==> config.mk <==
export PLATFORM = sky130hd
export DESIGN_NAME = wb_cfg_bridge
export DESIGN_NICKNAME = d
export VERILOG_FILES = /design/src/rtl/wb_cfg_bridge.sv
export SDC_FILE = /design/constraint.sdc
export NUM_CORES = 1
export LEC_CHECK = 0
export ABC_AREA = 1
export BUFFER_PORTS_ARGS = -buffer_cell sky130_fd_sc_hd__buf_4
export CAP_MARGIN = 20
export CORE_AREA = 2 2 248 250
export CTS_CLUSTER_DIAMETER = 100
export CTS_CLUSTER_SIZE = 20
export DETAILED_ROUTE_END_ITERATION = 10
export DIE_AREA = 0 0 250 252
export SLEW_MARGIN = 20
export SYNTH_ARGS = -nofsm -noshare
export SYNTH_HDL_FRONTEND = slang
export SYNTH_SLANG_ARGS = --single-unit
==> constraint.sdc <==
create_clock -name clk_i -period 4.2 [get_ports clk_i]
set_input_delay 0.84 -clock clk_i [delete_from_list [all_inputs] [get_ports clk_i]]
set_output_delay 0.84 -clock clk_i [all_outputs]
set_load 0.01 [all_outputs]
==> src/rtl/wb_cfg_bridge.sv <==
// Wishbone register window that loads/stores wide words into NUM_TGT generic target memories.
// Optional per-byte-lane write masking is enabled by defining CFG_BYTE_SEL_EN.
module wb_cfg_bridge #(
  parameter int unsigned NUM_TGT            = 3,
  parameter int unsigned TGT_SEL_BW         = 3,
  parameter int unsigned TGT_ADDR_BW        = 8,
  parameter int unsigned DATA_WORDS         = 4,
  parameter int unsigned RD_LATENCY         = 1,
  parameter logic [31:0] WISHBONE_BASE_ADDR = 32'h3000_0000
) (
  input  logic                            clk_i,
  input  logic                            rst_i,
  input  logic                            wbs_stb_i,
  input  logic                            wbs_cyc_i,
  input  logic                            wbs_we_i,
  input  logic [3:0]                      wbs_sel_i,
  input  logic [31:0]                     wbs_dat_i,
  input  logic [31:0]                     wbs_adr_i,
  output logic                            wbs_ack_o,
  output logic [31:0]                     wbs_dat_o,
  output logic [NUM_TGT-1:0]              tgt_rd_en_o,
  output logic [NUM_TGT-1:0]              tgt_wr_en_o,
  output logic [TGT_ADDR_BW-1:0]          tgt_addr_o,
  output logic [32*DATA_WORDS-1:0]        tgt_wr_data_o,
  input  logic [NUM_TGT*32*DATA_WORDS-1:0] tgt_rd_data_i
);

  localparam int unsigned DW      = 32 * DATA_WORDS;
  localparam int unsigned AW      = TGT_ADDR_BW + TGT_SEL_BW;
  localparam int unsigned DIdxW   = (DATA_WORDS > 1) ? $clog2(DATA_WORDS) : 1;
  localparam logic [3:0]  LatInit = 4'(RD_LATENCY - 1);

`ifdef CFG_BYTE_SEL_EN
  localparam bit ByteSelEn = 1'b1;
`else
  localparam bit ByteSelEn = 1'b0;
`endif

  typedef enum logic [2:0] {StIdle, StWrite, StRdReq, StRdWait, StCapture} state_e;

  state_e                         state_q;
  logic [AW-1:0]                  addr_q;
  logic                           autoinc_q;
  logic                           err_q;
  logic                           ovr_q;
  logic [DATA_WORDS-1:0][31:0]    data_q;
  logic [3:0]                     cnt_q;
  logic [TGT_SEL_BW-1:0]          tgt_q;

  logic                  access, wr_acc, busy;
  logic [31:0]           offset;
  logic                  hit_addr, hit_ctrl, hit_status, hit_data;
  logic [DIdxW-1:0]      didx;
  logic [31:0]           wmask;
  logic                  cmd_lane, cmd_store, cmd_load;
  logic [TGT_SEL_BW-1:0] sel_tgt;
  logic                  tgt_ok;
  logic [NUM_TGT-1:0]    onehot;
  logic [DW-1:0]         rd_slice;
  logic [31:0]           rdata;

  assign access     = wbs_stb_i & wbs_cyc_i & ~wbs_ack_o;
  assign wr_acc     = access & wbs_we_i;
  assign busy       = (state_q != StIdle);
  assign offset     = wbs_adr_i - WISHBONE_BASE_ADDR;
  assign hit_addr   = (offset == 32'h0);
  assign hit_ctrl   = (offset == 32'h4);
  assign hit_status = (offset == 32'h8);
  assign hit_data   = (offset >= 32'h10) && (offset < 32'(16 + 4 * DATA_WORDS)) &&
                      (offset[1:0] == 2'b00);
  assign didx       = DIdxW'((offset - 32'h10) >> 2);

  // Lanes with sel=0 are preserved only when byte-lane masking is built in.
  always_comb begin
    wmask = '0;
    for (int unsigned b = 0; b < 4; b++) begin
      wmask[8*b +: 8] = {8{wbs_sel_i[b] | ~ByteSelEn}};
    end
  end

  assign cmd_lane  = wbs_sel_i[0] | ~ByteSelEn;
  assign cmd_store = wr_acc & hit_ctrl & cmd_lane & wbs_dat_i[0];
  assign cmd_load  = wr_acc & hit_ctrl & cmd_lane & wbs_dat_i[1];
  assign sel_tgt   = addr_q[AW-1:TGT_ADDR_BW];
  assign tgt_ok    = 32'(sel_tgt) < NUM_TGT;

  always_comb begin
    onehot   = '0;
    rd_slice = '0;
    for (int unsigned t = 0; t < NUM_TGT; t++) begin
      onehot[t] = (32'(sel_tgt) == t);
      if (32'(tgt_q) == t) rd_slice = tgt_rd_data_i[t*DW +: DW];
    end
  end

  always_comb begin
    rdata = '0;
    if (hit_addr)        rdata = 32'(addr_q);
    else if (hit_ctrl)   rdata = {29'b0, autoinc_q, 2'b00};
    else if (hit_status) rdata = {29'b0, ovr_q, err_q, busy};
    else if (hit_data)   rdata = data_q[didx];
  end

  always_ff @(posedge clk_i) begin
    if (rst_i) begin
      state_q       <= StIdle;
      addr_q        <= '0;
      autoinc_q     <= 1'b0;
      err_q         <= 1'b0;
      ovr_q         <= 1'b0;
      data_q        <= '0;
      cnt_q         <= '0;
      tgt_q         <= '0;
      wbs_ack_o     <= 1'b0;
      wbs_dat_o     <= '0;
      tgt_rd_en_o   <= '0;
      tgt_wr_en_o   <= '0;
      tgt_addr_o    <= '0;
      tgt_wr_data_o <= '0;
    end else begin
      wbs_ack_o <= wbs_stb_i & wbs_cyc_i & ~wbs_ack_o;
      wbs_dat_o <= (access && !wbs_we_i) ? rdata : 32'h0;

      if (wr_acc) begin
        if (hit_addr) addr_q <= AW'((32'(addr_q) & ~wmask) | (wbs_dat_i & wmask));
        if (hit_ctrl) autoinc_q <= wmask[2] ? wbs_dat_i[2] : autoinc_q;
        if (hit_status) begin
          err_q <= 1'b0;
          ovr_q <= 1'b0;
        end
        if (hit_data) data_q[didx] <= (data_q[didx] & ~wmask) | (wbs_dat_i & wmask);
      end

      if ((cmd_store || cmd_load) && busy) ovr_q <= 1'b1;

      // FSM assignments come last so capture and auto-increment win over bus writes.
      unique case (state_q)
        StIdle: begin
          if (cmd_store || cmd_load) begin
            if (!tgt_ok) begin
              err_q <= 1'b1;
            end else begin
              tgt_q         <= sel_tgt;
              tgt_addr_o    <= addr_q[TGT_ADDR_BW-1:0];
              tgt_wr_data_o <= data_q;
              if (cmd_store) begin
                state_q     <= StWrite;
                tgt_wr_en_o <= onehot;
              end else begin
                state_q     <= StRdReq;
                tgt_rd_en_o <= onehot;
                cnt_q       <= LatInit;
              end
            end
          end
        end
        StWrite: begin
          tgt_wr_en_o <= '0;
          state_q     <= StIdle;
          if (autoinc_q) addr_q <= addr_q + 1'b1;
        end
        StRdReq: begin
          tgt_rd_en_o <= '0;
          state_q     <= (RD_LATENCY == 1) ? StCapture : StRdWait;
        end
        StRdWait: begin
          cnt_q <= cnt_q - 4'd1;
          if (cnt_q == 4'd1) state_q <= StCapture;
        end
        StCapture: begin
          data_q  <= rd_slice;
          state_q <= StIdle;
          if (autoinc_q) addr_q <= addr_q + 1'b1;
        end
        default: state_q <= StIdle;
      endcase
    end
  end

endmodule

# --- Yosys cells after proc, flatten, opt, wreduce, memory -nomap -nowiden ---
# Index checks and enable logic that the tools add are counted.
op_classes:
  addsub: 4
  muxes: 44
  magnitude_cmp: 5
  eq_ne: 16
  n_div: 0
  bitwise: 9
  multipliers: 0
  reduce_logical: 31
  shift: 0
op_table:
  columns: ["cell", "count"]
  rows:
  - ["128-bit two-way mux", 6]
  - ["128-bit bitwise mux", 1]
  - ["11-bit two-way mux", 8]
  - ["32-bit binary-select mux with 2-bit select", 1]
  - ["32-bit demux with 2-bit select", 1]
  - ["32-bit two-way mux", 2]
  - ["32-bit by 3-bit == test with 1-bit output, second input constant", 1]
  - ["32-bit by 4-bit == test with 1-bit output, second input constant", 1]
  - ["32-bit by 5-bit >= comparator with 1-bit output, second input constant", 1]
  - ["32-bit logical NOT", 1]
  - ["32-bit by 6-bit less-than comparator with 1-bit output, second input constant", 1]
  - ["32-bit by 30-bit subtractor with 32-bit output, second input constant", 1]
  - ["3-bit two-way mux", 9]
  - ["2-bit nonzero test", 7]
  - ["3-bit by 2-bit == test with 1-bit output, second input constant", 4]
  - ["4-bit two-way mux", 3]
  - ["3-bit one-hot mux with 2 select lines", 2]
  - ["4-bit AND reduction", 3]
  - ["11-bit by 1-bit adder with 11-bit output, second input constant", 1]
  - ["2-bit inequality test, second input constant", 5]
  - ["3-bit by 1-bit == test with 1-bit output, second input constant", 3]
  - ["3-bit logical NOT", 3]
  - ["3-bit one-hot mux with 3 select lines", 1]
  - ["1-bit two-way mux", 8]
  - ["other kinds (19)", 35]
totals:
  rom_bits: 0
  out_inout_bits: 175
  mem_bits_rw: 0
  in_bits: 457
  mem_count: 0
  latchBits: 0
  wordCells: 127
  register_bits: 327

# --- Longest topological paths before layout ---
logic_depth:
  ltp_word: 10
  mapped_depth: 14
  ltp_nobuf: 13

# --- Worst setup path before layout ---
# Ideal clock, no wire load.
synth_path:
  kind: "input -> register"
  from: "in wbs_adr_i[7]"
  to: "reg tgt_q[0]"
  arrival_time_ns: 2.161
  setup_slack_ns: 1.923
  t_required_ns: 4.084
  path_buffers: 2
  setup_ns: 0.116
  stages: 12
  path_cell_list: "nor2_1 > nand2_1 > nor2_2 > nand2_2 > nor2_4 > nand3_2 > inv_1 > nand3_2 > buf_2 > buf_2 > nor2_1 > nor2_1"
synth_between:
  elab_chain_cells: 6
  elab_cells_between_ends: 7
  cone_classes: "1 x add/sub; 1 x eq/ne; 3 x bitwise; 2 x reduce/logical"
synth_lines:
  columns: ["element", "line_no", "source"]
  rows:
  - ["start, declared", "18", "input logic [31:0] wbs_adr_i,"]
  - ["32-bit by 30-bit subtractor with 32-bit output *", "65", "assign offset = wbs_adr_i - WISHBONE_BASE_ADDR;"]
  - ["32-bit by 3-bit == test with 1-bit output *", "67", "assign hit_ctrl = (offset == 32'h4);"]
  - ["1-bit bitwise AND *", "82, 83", null]
  - ["1-bit bitwise AND (on tied branches)", "82, 83", null]
  - ["1-bit logical OR *", "139", "if (cmd_store || cmd_load) begin"]
  - ["3-bit AND reduction (no source line) *", null, null]
  - ["end signal, assigned", "143", "tgt_q <= sel_tgt;"]
  - ["end, declared", "48", "logic [TGT_SEL_BW-1:0] tgt_q;"]
# Every way passes the cells marked *; elsewhere a longest branch is shown, timed or not.
# A chain may end at the register's enable or synchronous reset.

# --- Worst setup path after layout ---
layout_path:
  from: "reg tgt_q[0]"
  to: "reg data_q[120] (netlist name)"
layout_between:
  elab_chain_cells: 5
  elab_cells_between_ends: 7
  cone_classes: "2 x eq/ne; 4 x mux; 1 x reduce/logical"
layout_lines:
  columns: ["element", "line_no", "source"]
  rows:
  - ["3-bit logical NOT", "92", "if (32'(tgt_q) == t) rd_slice = tgt_rd_data_i[t*DW +: DW];"]
  - ["128-bit two-way mux (2 in series)", "92", null]
  - ["128-bit two-way mux *", "92", null]
  - ["128-bit two-way mux *", "137", "unique case (state_q)"]
  - ["end signal, assigned by index", "131", "if (hit_data) data_q[didx] <= (data_q[didx] & ~wmask) | (wbs_dat_i & wmask);"]
  - ["end signal, assigned", "171", "data_q <= rd_slice;"]
  - ["end, declared", "46", "logic [DATA_WORDS-1:0][31:0] data_q;"]
# Marks and branches as above.

==> metrics.yaml <==
finish:
  syn_to_final_growth_pct: 34.4
  drive_gt1_frac: 0.230
  fin_nets: 3546
  multiInputGateArea_um2: 9210
  fin_cells: 3873
  seqCellArea_um2: 6550
  postLayoutCoreUtil: 0.377
  fillerInstances: 6671
clock_network:
  root_buffer: "clkbuf_16"
  cts_setup_buffers: 0
  cts.clk_slew.worst_paths_ns: 0.10
  cts_tree: "built"
  cts_resized: 0
  clock_path_buffers: 3
  cts_buffers: 20
  clock_latency_ns: 0.55
  cts_hold_buf: 0
  htreeDepth: 1
  cts.sinks: 327
synth:
  synthSimpleGateAreaFrac: 0.368
  synthMuxAreaShare: 0
  syn-num-nets: 3082
  synthAdderAreaFrac: 0.00223
  ys_top_cells_by_area: "dfxtp_1 (39%), nor2_1 (13%), o21ai_0 (11%)"
  synth_top_family_by_area: "simple AND/OR/NAND/NOR gates"
  synth_cells: 2622
  synth-seq-cells: 327
  syn_area_per_cell_um2: 6.43
  yosys.area.top_type: "dfxtp_1"
  synth-seq-area-share: 0.388
  yosys_warnings: 0
  synth_top_cell_area_share: 0.388
  ys_types: 35
  synth_xor_area_frac: 0.000519
  synth_area_um2: 16900
  synth-compound-area-share: 0.173
critical_path:
  worstPathRequired_ns: 4.68
  critPathKind: "flip-flop to flip-flop"
  start_kind: "flip-flop"
  arrival_ns: 3.34
  end_kind: "flip-flop"
  cp_max_fo: 44
floorplanning:
  io_pins: 632
  initial_core_util: 0.281
  die_h_um: 252
  die-area_um2: 63000
  core.rowCount: 90
  design.core.area_um2: 60100
  die_x_um: 250
timing:
  rsz0062_at_grt: "false"
  drv_slew: 0
  worstMarginPinSlew_ns: 1.04
  setup_tns_ns: 0
  setup_viol: 0
  fin_crit_ns: 2.87
  finalHoldViolations: 0
  fmax_mhz: 349
  worst_clock_skew_ns: 0.0262
  setup_slack_ns: 1.33
  maxSlewHeadroom: 0.304
  fin_crit_sh: 0.682
route:
  ant_nets: 0
  wl_um: 96100
  top_layer_used: "met5"
  dr_wl_met3_um: 8810
  drt-met1-wl_um: 37900
  wl_met2_um: 46100
  drt-pass1-iter-count: 7
  drt-initial-drc-count: 2100
  vias_per_cell: 5.35
  avgRoutedWirePerCell_um: 24.8
  drc: 0
  via_count: 20700
power:
  leakage_nw: 10.7
  powerDensity_nw_per_um2: 254
  irDropWorstVdd_mv: 0.191
hold_path:
  hp-class: "flip-flop to flip-flop"
place:
  io_buffers: 627
  gp_congestion: 0.929
  preCtsSetupSlack_ns: 1.09
  dp_cells: 3845
  dpl.hpwl_um: 74300
global_routing:
  grt_pass1_wl_um: 136000
  grt_use_total: 0.292
  antenna_found_initial: 6
  overflow: 0
  grt_pass1_vias: 19900
  grt_max_degree: 199
run_status:
  status: "finished, final reports clean"
run:
  max_cap_viol_count: 0
[worst paths after layout]
path,startpoint,endpoint,slack (ns),cells after the start
max,tgt_q[0],data_q[120],1.33,8
min,data_q[104],data_q[104],0.47,2
max reg2reg,tgt_q[0],data_q[120],1.33,8
min reg2reg,data_q[104],data_q[104],0.47,2
[per-stage QoR]
stage	hold WS [ns]	total power, W	area (um^2)
after global routing	0.492	0.00593	22700
after global placement	0.458	0.00379	22100
after floorplan	0.436	0.00334	16900
after detailed placement	0.460	0.00380	22100
after CTS	0.473	0.00579	22600
final	0.472	0.00576	22700
[cells by family (layout without fill, tap and decap cells)]
group	after synthesis	in the layout
simple gates	1456	1456
compound gates	541	541
buf+inv	294	760
xor+xnor	1	1
flops	327	327
other cells	0	3
fa+ha+maj	3	3
[cells in the mapped netlist]
master,number
a21oi_1,44
a22o_1,8
a22oi_1,27
a31oi_1,60
buf_1,6
buf_2,31
buf_4,2
clkbuf_1,180
clkinv_1,2
dfxtp_1,327
ha_1,3
inv_1,71
inv_2,2
nand2_1,429
nand2_2,2
nand3_1,299
nand3_2,2
nand3b_1,2
nand4_1,109
nor2_1,590
nor2_2,2
nor2_4,3
nor3_1,10
nor3_2,1
nor3_4,1
nor4_1,1
o21ai_0,369
o21ai_1,20
o21bai_1,2
o22ai_1,1
o2bb2ai_1,3
o31ai_1,7
or2_1,1
or2_2,4
xor2_1,1
[report_power, final]
group,internal [W],total [W],leakage [nW],switching [W]
Clock,0.000904,0.00202,0.270,0.00112
Sequential,0.00310,0.00310,2.63,0.000000194
Combinational,0.000332,0.000634,7.77,0.000303
[layout make-up]
type                    instances  share of cell area
flip-flops and latches        327               0.289
multi-input cells            2001               0.406
diodes                          3            0.000331
inverters                      75              0.0132
repair buffers                661               0.224
well taps                     782              0.0432
clock buffers                  22              0.0233
clock inverters                 2            0.000717
[worst max-delay path: stages, from the launching register on]
cell	delay, ns
dfxtp_1	0.36
inv_4	0.40
nand3_2	0.46
buf_4	0.41
a31oi_1	0.70
a31oi_1	0.16
nand2_1	0.11
nand2_1	0.05
nor2_1	0.10
[per-layer routing]
| metal | up-vias | GRT usage |
|---|---|---|
| li1 | 9735 | - |
| met2 | 966 | 0.507 |
| met5 | - | 0 |
| met4 | 6 | 0.0873 |
| met1 | 9889 | 0.354 |
| met3 | 142 | 0.0747 |
[cells in the final DEF, fill, tap and decap left out, types with 9 or more instances in the layout]
| master | n |
|---|---|
| buf_4 | 652 |
| nor2_1 | 588 |
| nand2_1 | 428 |
| o21ai_0 | 369 |
| dfxtp_1 | 326 |
| nand3_1 | 298 |
| nand4_1 | 109 |
| inv_1 | 68 |
| a31oi_1 | 60 |
| a21oi_1 | 44 |
| a22oi_1 | 27 |
| clkbuf_16 | 21 |
| o21ai_1 | 20 |
| nor3_1 | 9 |
[flip-flops by register name, indices dropped and copies added, names as in the netlist]
register / cells
ovr_q: 1
tgt_rd_en_o: 3
wbs_ack_o: 1
err_q: 1
addr_q: 11
tgt_q: 3
autoinc_q: 1
tgt_addr_o: 8
state_q: 3
data_q: 128
wbs_dat_o: 32
tgt_wr_data_o: 128
cnt_q: 4
tgt_wr_en_o: 3
Power figures use the tool's default switching activity.
